**config.mk**
```make
export PLATFORM = sky130hd
export DESIGN_NAME = window_5x5_sequencer
export DESIGN_NICKNAME = d
export VERILOG_FILES = /design/src/rtl/window_5x5_sequencer_pkg.sv /design/src/rtl/window_5x5_sequencer_shift.sv /design/src/rtl/window_5x5_sequencer.sv
export SDC_FILE = /design/constraint.sdc
export NUM_CORES = 1
export LEC_CHECK = 0
export BUFFER_PORTS_ARGS = -buffer_cell sky130_fd_sc_hd__buf_2
export CAP_MARGIN = 10
export CORE_AREA = 2 2 160 130
export DETAILED_ROUTE_END_ITERATION = 10
export DIE_AREA = 0 0 162 132
export GPL_TIMING_DRIVEN = 0
export HOLD_SLACK_MARGIN = 0.15
export MAX_ROUTING_LAYER = met4
export PLACE_DENSITY = 0.82
export SYNTH_ARGS = -nofsm -noshare
export SYNTH_HDL_FRONTEND = slang
export SYNTH_SLANG_ARGS = --single-unit
export TNS_END_PERCENT = 10
```
**constraint.sdc**
```tcl
create_clock -name clock -period 6 [get_ports clock]
set_input_delay 0 -clock clock [delete_from_list [all_inputs] [get_ports clock]]
set_output_delay 0 -clock clock [all_outputs]
set_load 0.01 [all_outputs]
```
**src/rtl/window_5x5_sequencer_pkg.sv**
```systemverilog
// Shared constants, types and helpers for the 5x5 window path.
package window_5x5_sequencer_pkg;

    localparam int unsigned PIX_W      = 8;
    localparam int unsigned KSIZE      = 5;
    localparam int unsigned CNT_W      = 11;
    localparam int unsigned COL_W      = PIX_W * KSIZE;
    localparam int unsigned WIN_W      = PIX_W * KSIZE * KSIZE;

    // Row lengths supported by the line-buffer variants.
    localparam int unsigned WIDTH_FULL = 420;
    localparam int unsigned WIDTH_HALF = 210;

    typedef logic [KSIZE-1:0]             asel_t;
    typedef logic [PIX_W-1:0]             pix_t;
    // Column vector, element 0 is the oldest row.
    typedef logic [KSIZE-1:0][PIX_W-1:0]  colvec_t;

    // Registered centre coordinates with their qualifier.
    typedef struct packed {
        logic             valid;
        logic [CNT_W-1:0] x;
        logic [CNT_W-1:0] y;
    } centre_t;

    localparam asel_t ASEL_INIT = asel_t'(1);

    // Rotate the row-select one-hot left by one, MSB wrapping to LSB.
    function automatic asel_t rot_left5(input asel_t a);
        return {a[KSIZE-2:0], a[KSIZE-1]};
    endfunction

    // Bit offset of byte (r, c) inside the flattened window.
    function automatic int unsigned win_idx(input int unsigned r, input int unsigned c);
        return PIX_W * (KSIZE * r + c);
    endfunction

endpackage

```
**src/rtl/window_5x5_sequencer_shift.sv**
```systemverilog
// 25-byte window register: shifts one column vector in from the right on enable.
module window_5x5_sequencer_shift
    import window_5x5_sequencer_pkg::*;
(
    input  logic             clock,
    input  logic             reset,
    input  logic             shift_en,
    input  colvec_t          col_in,
    output logic [WIN_W-1:0] window
);

    logic [KSIZE-1:0][KSIZE-1:0][PIX_W-1:0] win_q;

    for (genvar r = 0; r < KSIZE; r++) begin : g_row
        // Row r: column c takes column c+1, newest column enters at index KSIZE-1.
        always_ff @(posedge clock) begin
            if (reset) begin
                win_q[r] <= '0;
            end else if (shift_en) begin
                win_q[r] <= {col_in[r], win_q[r][KSIZE-1:1]};
            end
        end
    end

    assign window = win_q;

endmodule

```
**src/rtl/window_5x5_sequencer.sv**
```systemverilog
// Row rotation, column reordering and 5x5 window emission behind the line buffer.
module window_5x5_sequencer
    import window_5x5_sequencer_pkg::*;
#(
    parameter int unsigned WIDTH  = WIDTH_FULL,
    parameter int unsigned HEIGHT = 315
) (
    input  logic              clock,
    input  logic              reset,
    input  logic              frame_start,
    input  logic [PIX_W-1:0]  din,
    input  logic              validin,
    input  logic [PIX_W-1:0]  row0,
    input  logic [PIX_W-1:0]  row1,
    input  logic [PIX_W-1:0]  row2,
    input  logic [PIX_W-1:0]  row3,
    input  logic [PIX_W-1:0]  row4,
    output logic [KSIZE-1:0]  asel,
    output logic [WIN_W-1:0]  window,
    output logic              win_valid,
    output logic [CNT_W-1:0]  x_out,
    output logic [CNT_W-1:0]  y_out,
    output logic              frame_done
);

    logic [CNT_W-1:0] col_q, row_q;
    asel_t            asel_q;
    centre_t          centre_q;
    logic             frame_done_q;

    // frame_start overrides the stored position so a coincident pixel lands at (0,0).
    logic [CNT_W-1:0] col_eff, row_eff;
    asel_t            asel_eff;
    logic [CNT_W-1:0] col_d, row_d;
    asel_t            asel_d;
    logic             last_col, last_row, interior;
    colvec_t          rows, col_vec;

    // Effective position and next counter / rotation state.
    always_comb begin
        col_eff  = frame_start ? '0 : col_q;
        row_eff  = frame_start ? '0 : row_q;
        asel_eff = frame_start ? ASEL_INIT : asel_q;
        last_col = (col_eff == CNT_W'(WIDTH - 1));
        last_row = (row_eff == CNT_W'(HEIGHT - 1));
        interior = (col_eff >= CNT_W'(KSIZE - 1)) && (row_eff >= CNT_W'(KSIZE - 1));
        col_d    = col_eff;
        row_d    = row_eff;
        asel_d   = asel_eff;
        if (validin) begin
            if (last_col) begin
                col_d = '0;
                if (last_row) begin
                    row_d  = '0;
                    asel_d = ASEL_INIT;
                end else begin
                    row_d  = row_eff + CNT_W'(1);
                    asel_d = rot_left5(asel_eff);
                end
            end else begin
                col_d = col_eff + CNT_W'(1);
            end
        end
    end

    // Reorder buffer outputs oldest-to-newest: the buffer after the selected one is oldest.
    always_comb begin
        rows             = {row4, row3, row2, row1, row0};
        col_vec          = '0;
        col_vec[KSIZE-1] = din;
        for (int k = 0; k < KSIZE - 1; k++) begin
            for (int j = 0; j < KSIZE; j++) begin
                if (asel_eff[3'(j)]) begin
                    col_vec[3'(k)] = rows[3'((j + k + 1) % KSIZE)];
                end
            end
        end
    end

    // Counters, rotation and registered centre / frame-done outputs.
    always_ff @(posedge clock) begin
        if (reset) begin
            col_q        <= '0;
            row_q        <= '0;
            asel_q       <= ASEL_INIT;
            centre_q     <= '0;
            frame_done_q <= 1'b0;
        end else begin
            col_q          <= col_d;
            row_q          <= row_d;
            asel_q         <= asel_d;
            frame_done_q   <= validin && last_col && last_row;
            centre_q.valid <= validin && interior;
            if (validin && interior) begin
                centre_q.x <= col_eff - CNT_W'(KSIZE / 2);
                centre_q.y <= row_eff - CNT_W'(KSIZE / 2);
            end
        end
    end

    window_5x5_sequencer_shift u_shift (
        .clock    (clock),
        .reset    (reset),
        .shift_en (validin),
        .col_in   (col_vec),
        .window   (window)
    );

    assign asel       = asel_q;
    assign win_valid  = centre_q.valid;
    assign x_out      = centre_q.x;
    assign y_out      = centre_q.y;
    assign frame_done = frame_done_q;

endmodule

```
Yosys cells after proc, flatten, opt, wreduce, memory -nomap -nowiden
Cells that the tools add are included.
- flip-flop bits (word level): 251
- bits of input ports: 52
- output and inout port bits: 229
- logic and storage cells: 71
- add/sub/neg operators: 4
- $lt $le $gt $ge: 2
- eq/ne operators: 2
- multiplexer cells: 27
- reductions and logical operators: 4
- operator list (operator ; count):
    $mux W8 ; 16
    $mux W11 ; 7
    $add A11 B1 Y11 const B ; 2
    $eq A11 B9 Y1 const B ; 2
    $ge A11 B3 Y1 const B ; 2
    $sub A11 B2 Y11 const B ; 2
    $mux W5 ; 4
    $logic_and A1 B1 Y1 ; 4

Depth between registers and ports, before layout
Gate-level depths: netlist of run 1.
- depth in word-level cells: 5
- depth in mapped cells: 11
- gate-level depth less buffers: 8

Modules after synthesis
Synthesis of run 1 repeated with hierarchy kept, for this count alone.
- cell total of the unflattened synthesis: 1143
- area total of the unflattened synthesis: 10900.5 sq um
- modules (own cells, without submodules) (module ; instances ; cells an instance ; area an instance (sq um) ; sequential area each (sq um)):
    window_5x5_sequencer_shift ; 1 ; 644 ; 7191.9 ; 4003.8
    window_5x5_sequencer ; 1 ; 499 ; 3708.6 ; 1021.0

Worst setup path before layout of run 1
OpenSTA, ideal clock, no wires.
- path type: input port to flip-flop
- start: in frame_start
- end: reg row_q[10]
- data arrival time: 2.414 ns
- slack: 3.512 ns
- stages on the path: 10
- buffers on the path: 2
- path through: inv_1 > clkbuf_1 > clkbuf_1 > nand2_1 > inv_1 > ha_1 > nand4_1 > or4_4 > or4_1 > a31oi_1
- elaborated cells on any way between the ends: 8
- classes of those cells: add/sub (1); eq/ne (2); mux (5)
- RTL lines (what ; RTL line ; RTL):
    start, declared ; window_5x5_sequencer.sv:10 ; input logic frame_start,
    $mux W11 ; window_5x5_sequencer.sv:41 ; col_eff = frame_start ? '0 : col_q;
    net col_eff[0] ; window_5x5_sequencer.sv:32 ; logic [CNT_W-1:0] col_eff, row_eff;
    $eq A11 B9 Y1 ; window_5x5_sequencer.sv:44 ; last_col = (col_eff == CNT_W'(WIDTH - 1));
    $mux W11 ; window_5x5_sequencer.sv:51 ; if (last_col) begin
    $mux W11 ; window_5x5_sequencer.sv:50 ; if (validin) begin
    end signal, assigned ; window_5x5_sequencer.sv:90 ; row_q <= row_d;
    end, declared ; window_5x5_sequencer.sv:26 ; logic [CNT_W-1:0] col_q, row_q;
The timed path passes the listed nets, and every way through them passes these cells.
A chain may end at the register's enable or synchronous reset.

Final worst setup path of run 1
- start: in frame_start
- end: reg asel_q[2] (netlist: asel[2])
- elaborated cells on any way between the ends: 8
- classes of those cells: eq/ne (2); mux (6)
- RTL lines (what ; RTL line ; RTL):
    $mux W11 ; window_5x5_sequencer.sv:41 ;
    net col_eff[0] ; window_5x5_sequencer.sv:32 ;
    $eq A11 B9 Y1 ; window_5x5_sequencer.sv:44 ;
    $mux W5 ; window_5x5_sequencer.sv:51 ;
    $mux W5 ; window_5x5_sequencer.sv:50 ;
    end signal, assigned ; window_5x5_sequencer.sv:91 ; asel_q <= asel_d;
    end, declared ; window_5x5_sequencer.sv:27 ; asel_t asel_q;
The timed path passes the listed nets, and every way through them passes these cells.

==> impl_metrics.json, run 1 <==
{
  "cts_tree": "built",
  "postSynthAreaPerCell_um2": 9.06,
  "setup.worst_path.start_class": "primary input",
  "stage_delay_of_the_slowest_cell_on_the_critical_path_ps": 830,
  "die_height_um": 132,
  "p_total_mw": 3.60,
  "fin_ws_ps": 3070,
  "max_slew_margin_pct": 28.2,
  "dr.first_iter.drc_count": 852,
  "worstReg2RegEnd": "asel[2]",
  "synthesis_warning_total": 0,
  "cts.repair.resized": 0,
  "io-pin-count": 281,
  "utilization_pct": 71.1,
  "synthFlopType": "sky130_fd_sc_hd__dfxtp_1",
  "status": "finished clean",
  "cts_htree_levels": 1,
  "grt_start_max_net_pins": 14,
  "total_die_area_um2": 21400,
  "grt_pass1_wl_um": 57300,
  "all_layer_gr_usage_pct": 34.2,
  "clk-insertion-delay-late_ps": 540,
  "min_to": "col_q[5]",
  "first_pass_iters": 5,
  "power.static_leakage_nw": 6.51,
  "synthTopCellsByCount": "sky130_fd_sc_hd__dfxtp_1 (251), sky130_fd_sc_hd__nor2_1 (249), sky130_fd_sc_hd__mux2i_1 (170), sky130_fd_sc_hd__clkbuf_1 (79)",
  "critical_path.slowest_cell": "sky130_fd_sc_hd__nor4_1",
  "async_reset_ff_share_pct": 0,
  "vias_per_cell": 5.82,
  "core_area_um2": 19700,
  "hold_viol": 0,
  "achievable-frequency_ghz": 0.341,
  "post_synth_num_cell_types": 52,
  "ys_seq_elements": 251,
  "grt_remaining_overflow": 0,
  "timing.critical_path.cells": "buf_2 > inv_1 > clkbuf_1 > clkbuf_1 > nand2_1 > inv_1 > ha_1 > nand4bb_1 > nor4_1 > buf_2 > nand3_1 > a211oi_1",
  "fin_worst_hold_slack_ps": 187,
  "reg2reg_depth": 7,
  "drive_gt1_share_pct": 20.6,
  "yosysMostFrequentCell": "sky130_fd_sc_hd__dfxtp_1",
  "dpl_cell_area_um2": 12400,
  "unrepaired_setup_endpoints_after_global_routing": "false",
  "die-width_um": 162,
  "multiInputGateArea_um2": 5220,
  "top_post_synthesis_cells_by_area": "sky130_fd_sc_hd__dfxtp_1 (47%), sky130_fd_sc_hd__mux2i_1 (16%), sky130_fd_sc_hd__nor2_1 (8.7%)",
  "regArea_um2": 5020,
  "required_ps": 6450,
  "via_count_of_the_first_global_routing_pass": 10200,
  "seq_area_frac_synth_pct": 46.9,
  "layout_worst_path_cycle_share_pct": 48.8,
  "route.detailed.wl_per_inst_um": 19.9,
  "rows": 46,
  "areal_power_density_over_the_cells_nw_per_um2": 257,
  "initial_core_util_pct": 54.4,
  "drv_slew": 0,
  "post-place-ws_ps": 2770,
  "max-vdd-ir-drop_mv": 0.200,
  "root_buffer": "sky130_fd_sc_hd__clkbuf_16",
  "regToRegSetupSlack_ps": 3070,
  "postSynthCellCount": 1182,
  "setup_viol": 0,
  "finish.cell_count_without_fillers": 1847,
  "vias": 10700,
  "remaining_number_of_nets_flagged_by_the_antenna_check_after_routing": 0,
  "antenna_violations_before_repair": 3,
  "drt_drc_violations_left": 0,
  "hold_path_depth": 4,
  "numPlacedInstances": 1724,
  "netlist.area_leader.share_pct": 46.9,
  "final.min_clock_period_ps": 2930,
  "tns_ps": 0,
  "drt-total-wl_um": 36800,
  "edff_count_synth": 0,
  "layout-area-overhead-vs-synth_pct": 30.6,
  "routabilityCongestion": 1.01,
  "arrival_ps": 3390,
  "max-cap-violations": 0,
  "stdcell_area_um2": 14000,
  "reg2reg_from": "col_q[1]",
  "worst-path-max-fanout": 10,
  "worstSetupEndpointType": "flip-flop",
  "post_synth_instance_area_um2": 10700,
  "layout.nets": 1623,
  "clock_sink_count": 251,
  "cts.path.max_buffers": 3,
  "fillers": 1545,
  "post_cts_setup_repair_bufs": 0,
  "synth_fp_nets": 1242,
  "critical-path-top-delay-family": "buffers and inverters",
  "port_buffers": 278,
  "synth_area_leader_cell": "sky130_fd_sc_hd__dfxtp_1",
  "worst-slew-pin-transition_ps": 1070,
  "clock-skew-final_ps": 15.1,
  "timing.critical_path.buf_inv": 6,
  "holdBufCountCts": 76,
  "detailed_place_hpwl_um": 26200,
  "tritoncts.num_buffers": 25,
  "worst_min_delay_path_startpoint": "frame_start",
  "clk_pin_slew_worst_setup_hold_paths_ps": 70,
  "hold_class": "in -> reg",
  "timing.setup.critical_path_class": "in -> reg"
}
-- cells in the final DEF, fill, tap and decap left out, types with 3 or more instances in the layout --
master / instances
sky130_fd_sc_hd__clkbuf_16: 25
sky130_fd_sc_hd__nor2_1: 249
sky130_fd_sc_hd__inv_1: 15
sky130_fd_sc_hd__and4b_1: 3
sky130_fd_sc_hd__dfxtp_1: 251
sky130_fd_sc_hd__nor4_1: 6
sky130_fd_sc_hd__nor2b_1: 7
sky130_fd_sc_hd__diode_2: 3
sky130_fd_sc_hd__ha_1: 8
sky130_fd_sc_hd__xnor2_1: 12
sky130_fd_sc_hd__o22ai_1: 3
sky130_fd_sc_hd__xor2_1: 6
sky130_fd_sc_hd__mux2i_1: 170
sky130_fd_sc_hd__clkbuf_8: 7
sky130_fd_sc_hd__and3_1: 4
sky130_fd_sc_hd__clkbuf_1: 86
sky130_fd_sc_hd__nand3_1: 15
sky130_fd_sc_hd__o21ai_0: 9
sky130_fd_sc_hd__buf_2: 281
sky130_fd_sc_hd__nand2_1: 63
sky130_fd_sc_hd__o221ai_1: 32
sky130_fd_sc_hd__a311oi_1: 36
sky130_fd_sc_hd__a211oi_1: 11
sky130_fd_sc_hd__nand4_1: 9
sky130_fd_sc_hd__nand2b_1: 5
sky130_fd_sc_hd__or3_1: 9
sky130_fd_sc_hd__nor3_1: 15
sky130_fd_sc_hd__a21boi_0: 33
sky130_fd_sc_hd__o211ai_1: 4
sky130_fd_sc_hd__buf_1: 22
sky130_fd_sc_hd__clkinv_2: 3
sky130_fd_sc_hd__a21oi_1: 63
sky130_fd_sc_hd__a31oi_1: 7
sky130_fd_sc_hd__dlygate4sd3_1: 76
sky130_fd_sc_hd__or4_1: 3
-- how the worst max path moves through the flow --
| stage | startpoint | depth (start not counted) | slack, ps | to |
|---|---|---|---|---|
| floorplan | frame_start | 10 | 3510 | row_q[10] |
| global placement | frame_start | 12 | 2720 | asel[2] |
| detailed placement | frame_start | 11 | 2770 | row_q[10] |
| CTS | col_q[1] | 7 | 3230 | asel[2] |
| global route | frame_start | 12 | 3010 | asel[2] |
| finish | frame_start | 12 | 3070 | asel[2] |
-- kinds of logic after synthesis --
kind of cell,share of synthesized area [%]
adders and majority gates,0.934
AOI/OAI and AO/OA,14.3
buffers and inverters,4.41
muxes,15.9
and+or+nand+nor,16.1
DFF,46.9
xor gates and xnor gates,1.47
-- per-layer routing --
layer	vias up	share of wire [%]	global-route usage [%]
met3	88	9.2	6.89
li1	4933	-	-
met5	-	0	-
met4	0	3.0	8.95
met1	5167	43	46.1
met2	555	45	52.8
-- cell type report --
type                            instances  area share (%)
Multi-Input combinational cell        810            37.3
Sequential cell                       251            35.9
Timing Repair Buffer                  354            15.4
Clock buffer                           39            5.35
Buffer                                106            2.98
Tap cell                              264            2.36
Inverter                               15           0.402
Clock inverter                          5           0.304
Antenna cell                            3          0.0536
-- power breakdown --
| group | internal (mW) | total, mW | switching [mW] |
|---|---|---|---|
| sequential | 1.71 | 1.74 | 0.0388 |
| combinational | 0.144 | 0.338 | 0.194 |
| clock | 0.859 | 1.51 | 0.654 |
-- tightest hold or removal path, cell delays in order --
cell and delay, ps:
sky130_fd_sc_hd__buf_2 150, sky130_fd_sc_hd__nand2b_1 280, sky130_fd_sc_hd__xor2_1 200, sky130_fd_sc_hd__nor3_1 50
-- state kept, by name, summed over array words and instances, names as in the netlist --
register	count
u_shift.window	200
col_q	11
row_q	11
x_out	11
y_out	11
asel	5
frame_done	1
win_valid	1
Note: power is estimated with default switching activity, not from simulation.
==> run 2: changes to the inputs <==
CORE_AREA = 2 2 171 139   (was 2 2 160 130)
DIE_AREA = 0 0 173 141   (was 0 0 162 132)
PLACE_DENSITY = 0.76   (was 0.82)
clock period = 2.4 ns   (was 6 ns; I/O delays follow)
==> run 2 against run 1 <==
Against the previous run: sequential share of layout area about the same; via count shrank 1.8%; non-clock buffer count decreased by 19; core utilization fell by 10 points; critical path depth is 6 lower; clock skew rose by 1.2 ps; critical path type is now reg -> reg; critical endpoint is now row_q[10].
==> impl_metrics.json, run 2 (synthesis gave the netlist of run 1 again) <==
{
  "status": "finished clean",
  "layout-area-overhead-vs-synth_pct": 30.5,
  "drt-total-wl_um": 36400,
  "remaining_number_of_nets_flagged_by_the_antenna_check_after_routing": 0,
  "drive_gt1_share_pct": 22.5,
  "stage_delay_of_the_slowest_cell_on_the_critical_path_ps": 590,
  "required_ps": 2850,
  "drt_drc_violations_left": 0,
  "power.static_leakage_nw": 6.44,
  "core_area_um2": 22900,
  "regToRegSetupSlack_ps": 20,
  "cts.path.max_buffers": 3,
  "areal_power_density_over_the_cells_nw_per_um2": 661,
  "post_cts_setup_repair_bufs": 0,
  "all_layer_gr_usage_pct": 29.5,
  "vias_per_cell": 5.62,
  "setup.worst_path.start_class": "flip-flop",
  "timing.critical_path.cells": "nor2b_4 > ha_4 > nand4_1 > or4_4 > or4_1 > a31oi_1",
  "port_buffers": 278,
  "timing.setup.critical_path_class": "reg -> reg",
  "clk_pin_slew_worst_setup_hold_paths_ps": 70,
  "drv_slew": 0,
  "layout.nets": 1604,
  "antenna_violations_before_repair": 1,
  "worst-slew-pin-transition_ps": 1030,
  "achievable-frequency_ghz": 0.421,
  "reg2reg_depth": 6,
  "worst-path-max-fanout": 5,
  "worstSetupEndpointType": "flip-flop",
  "hold_class": "in -> reg",
  "setup.worst_path.end": "row_q[10]",
  "arrival_ps": 2830,
  "max_slew_margin_pct": 30.5,
  "most_used_cells_in_the_layout_excluding_fill_and_tap_cells": "sky130_fd_sc_hd__buf_2 (282), sky130_fd_sc_hd__dfxtp_1 (250), sky130_fd_sc_hd__nor2_1 (248)",
  "utilization_pct": 61.1,
  "tritoncts.num_buffers": 25,
  "route.detailed.wl_per_inst_um": 19.4,
  "layout.cells.most_common": "sky130_fd_sc_hd__buf_2",
  "cts_tree": "built",
  "logic_depth_of_the_worst_path_buffers_included": 6,
  "worstReg2RegEnd": "row_q[10]",
  "fillers": 1980,
  "rows": 50,
  "clk-insertion-delay-late_ps": 540,
  "cts_htree_levels": 1,
  "die_height_um": 141,
  "clock_sink_count": 251,
  "grt_start_max_net_pins": 16,
  "unrepaired_setup_endpoints_after_global_routing": "true",
  "setup_viol": 0,
  "timing.critical_path.buf_inv": 0,
  "root_buffer": "sky130_fd_sc_hd__clkbuf_16",
  "via_count_of_the_first_global_routing_pass": 9891,
  "cp-startpoint": "col_q[1]",
  "initial_core_util_pct": 46.8,
  "layout_worst_path_cycle_share_pct": 99.1,
  "p_total_mw": 9.25,
  "io-pin-count": 281,
  "reg2reg_from": "col_q[1]",
  "critical_path.slowest_cell": "sky130_fd_sc_hd__or4_4",
  "grt_pass1_wl_um": 56100,
  "total_die_area_um2": 24400,
  "max-vdd-ir-drop_mv": 0.441,
  "detailed_place_hpwl_um": 26200,
  "final.min_clock_period_ps": 2380,
  "max-cap-violations": 0,
  "flip_flop_count_of_the_largest_register_all_copies_and_words_added": 200,
  "first_pass_iters": 6,
  "die-width_um": 173,
  "dr.first_iter.drc_count": 1021,
  "hold_viol": 0,
  "vias": 10500,
  "grt_remaining_overflow": 0,
  "critical-path-top-delay-family": "simple AND/OR/NAND/NOR gates",
  "clock-skew-final_ps": 16.3,
  "routabilityCongestion": 0.991
}
-- run 2: timing repair --
action | CTS | global route
endpoints found under the setup margin | 31 | 27
hold buffers | 57 | 0
pin swaps | 1 | 0
gates resized for setup | 8 | 18
endpoints found under the hold margin | 49 | 0
-- run 2: layout make-up --
| cell class | instances | area [um^2] | area share (%) |
|---|---|---|---|
| flip-flops and latches | 251 | 5030 | 35.9 |
| multi-input cells | 810 | 5270 | 37.7 |
| repair buffers | 335 | 1960 | 14.0 |
| clock buffers | 28 | 657 | 4.70 |
| diodes | 1 | 2.50 | 0.0179 |
| clock inverters | 18 | 193 | 1.38 |
| well taps | 312 | 390 | 2.79 |
| plain buffers | 106 | 428 | 3.06 |
| inverters | 15 | 56.3 | 0.403 |
-- run 2: per-stage QoR --
step | worst slack (ps) | TNS (ps) | instances | cell area [um^2] | hold slack [ps]
2_1_floorplan | 93.8 | 0 | 1182 | 10700 | 148
3_3_place_gp | -564 | -9680 | 1772 | 12500 | 236
3_5_place_dp | -580 | -11260 | 1772 | 12500 | 244
4_1_cts | 5.12 | 0 | 1875 | 14000 | 156
5_1_grt | -39.5 | -56.9 | 1876 | 14000 | 235
6_report | 22.2 | 0 | 1876 | 14000 | 191
-- run 2: where the power goes --
part / leakage (nW) / internal (mW) / switching [mW]
Combinational: 3.98 / 0.334 / 0.480
Clock: 0.424 / 2.32 / 1.75
Sequential: 2.04 / 4.26 / 0.0939
-- run 2: per-layer routing --
layer	GRT usage [%]	wire length, um	vias up
met5	-	0	-
met4	8.56	1010	0
met3	5.50	3160	80
met2	44.3	15900	554
met1	40.4	16400	5020
li1	-	-	4894
-- run 2: how the worst min path moves through the flow --
stage | from | cells past startpoint | end | slack (ps)
floorplan | din[0] | 2 | u_shift.window[192] | 150
global placement | din[7] | 3 | u_shift.window[199] | 240
detailed placement | din[2] | 3 | u_shift.window[194] | 240
CTS | validin | 5 | asel[0] | 160
global route | validin | 5 | row_q[8] | 230
finish | validin | 5 | asel[0] | 190
-- run 2: worst reg2reg max path, stage by stage (launching register included) --
cell and delay [ps]:
sky130_fd_sc_hd__dfxtp_2 380, sky130_fd_sc_hd__nor2b_4 230, sky130_fd_sc_hd__ha_4 190, sky130_fd_sc_hd__nand4_1 170
sky130_fd_sc_hd__or4_4 590, sky130_fd_sc_hd__or4_1 550, sky130_fd_sc_hd__a31oi_1 180
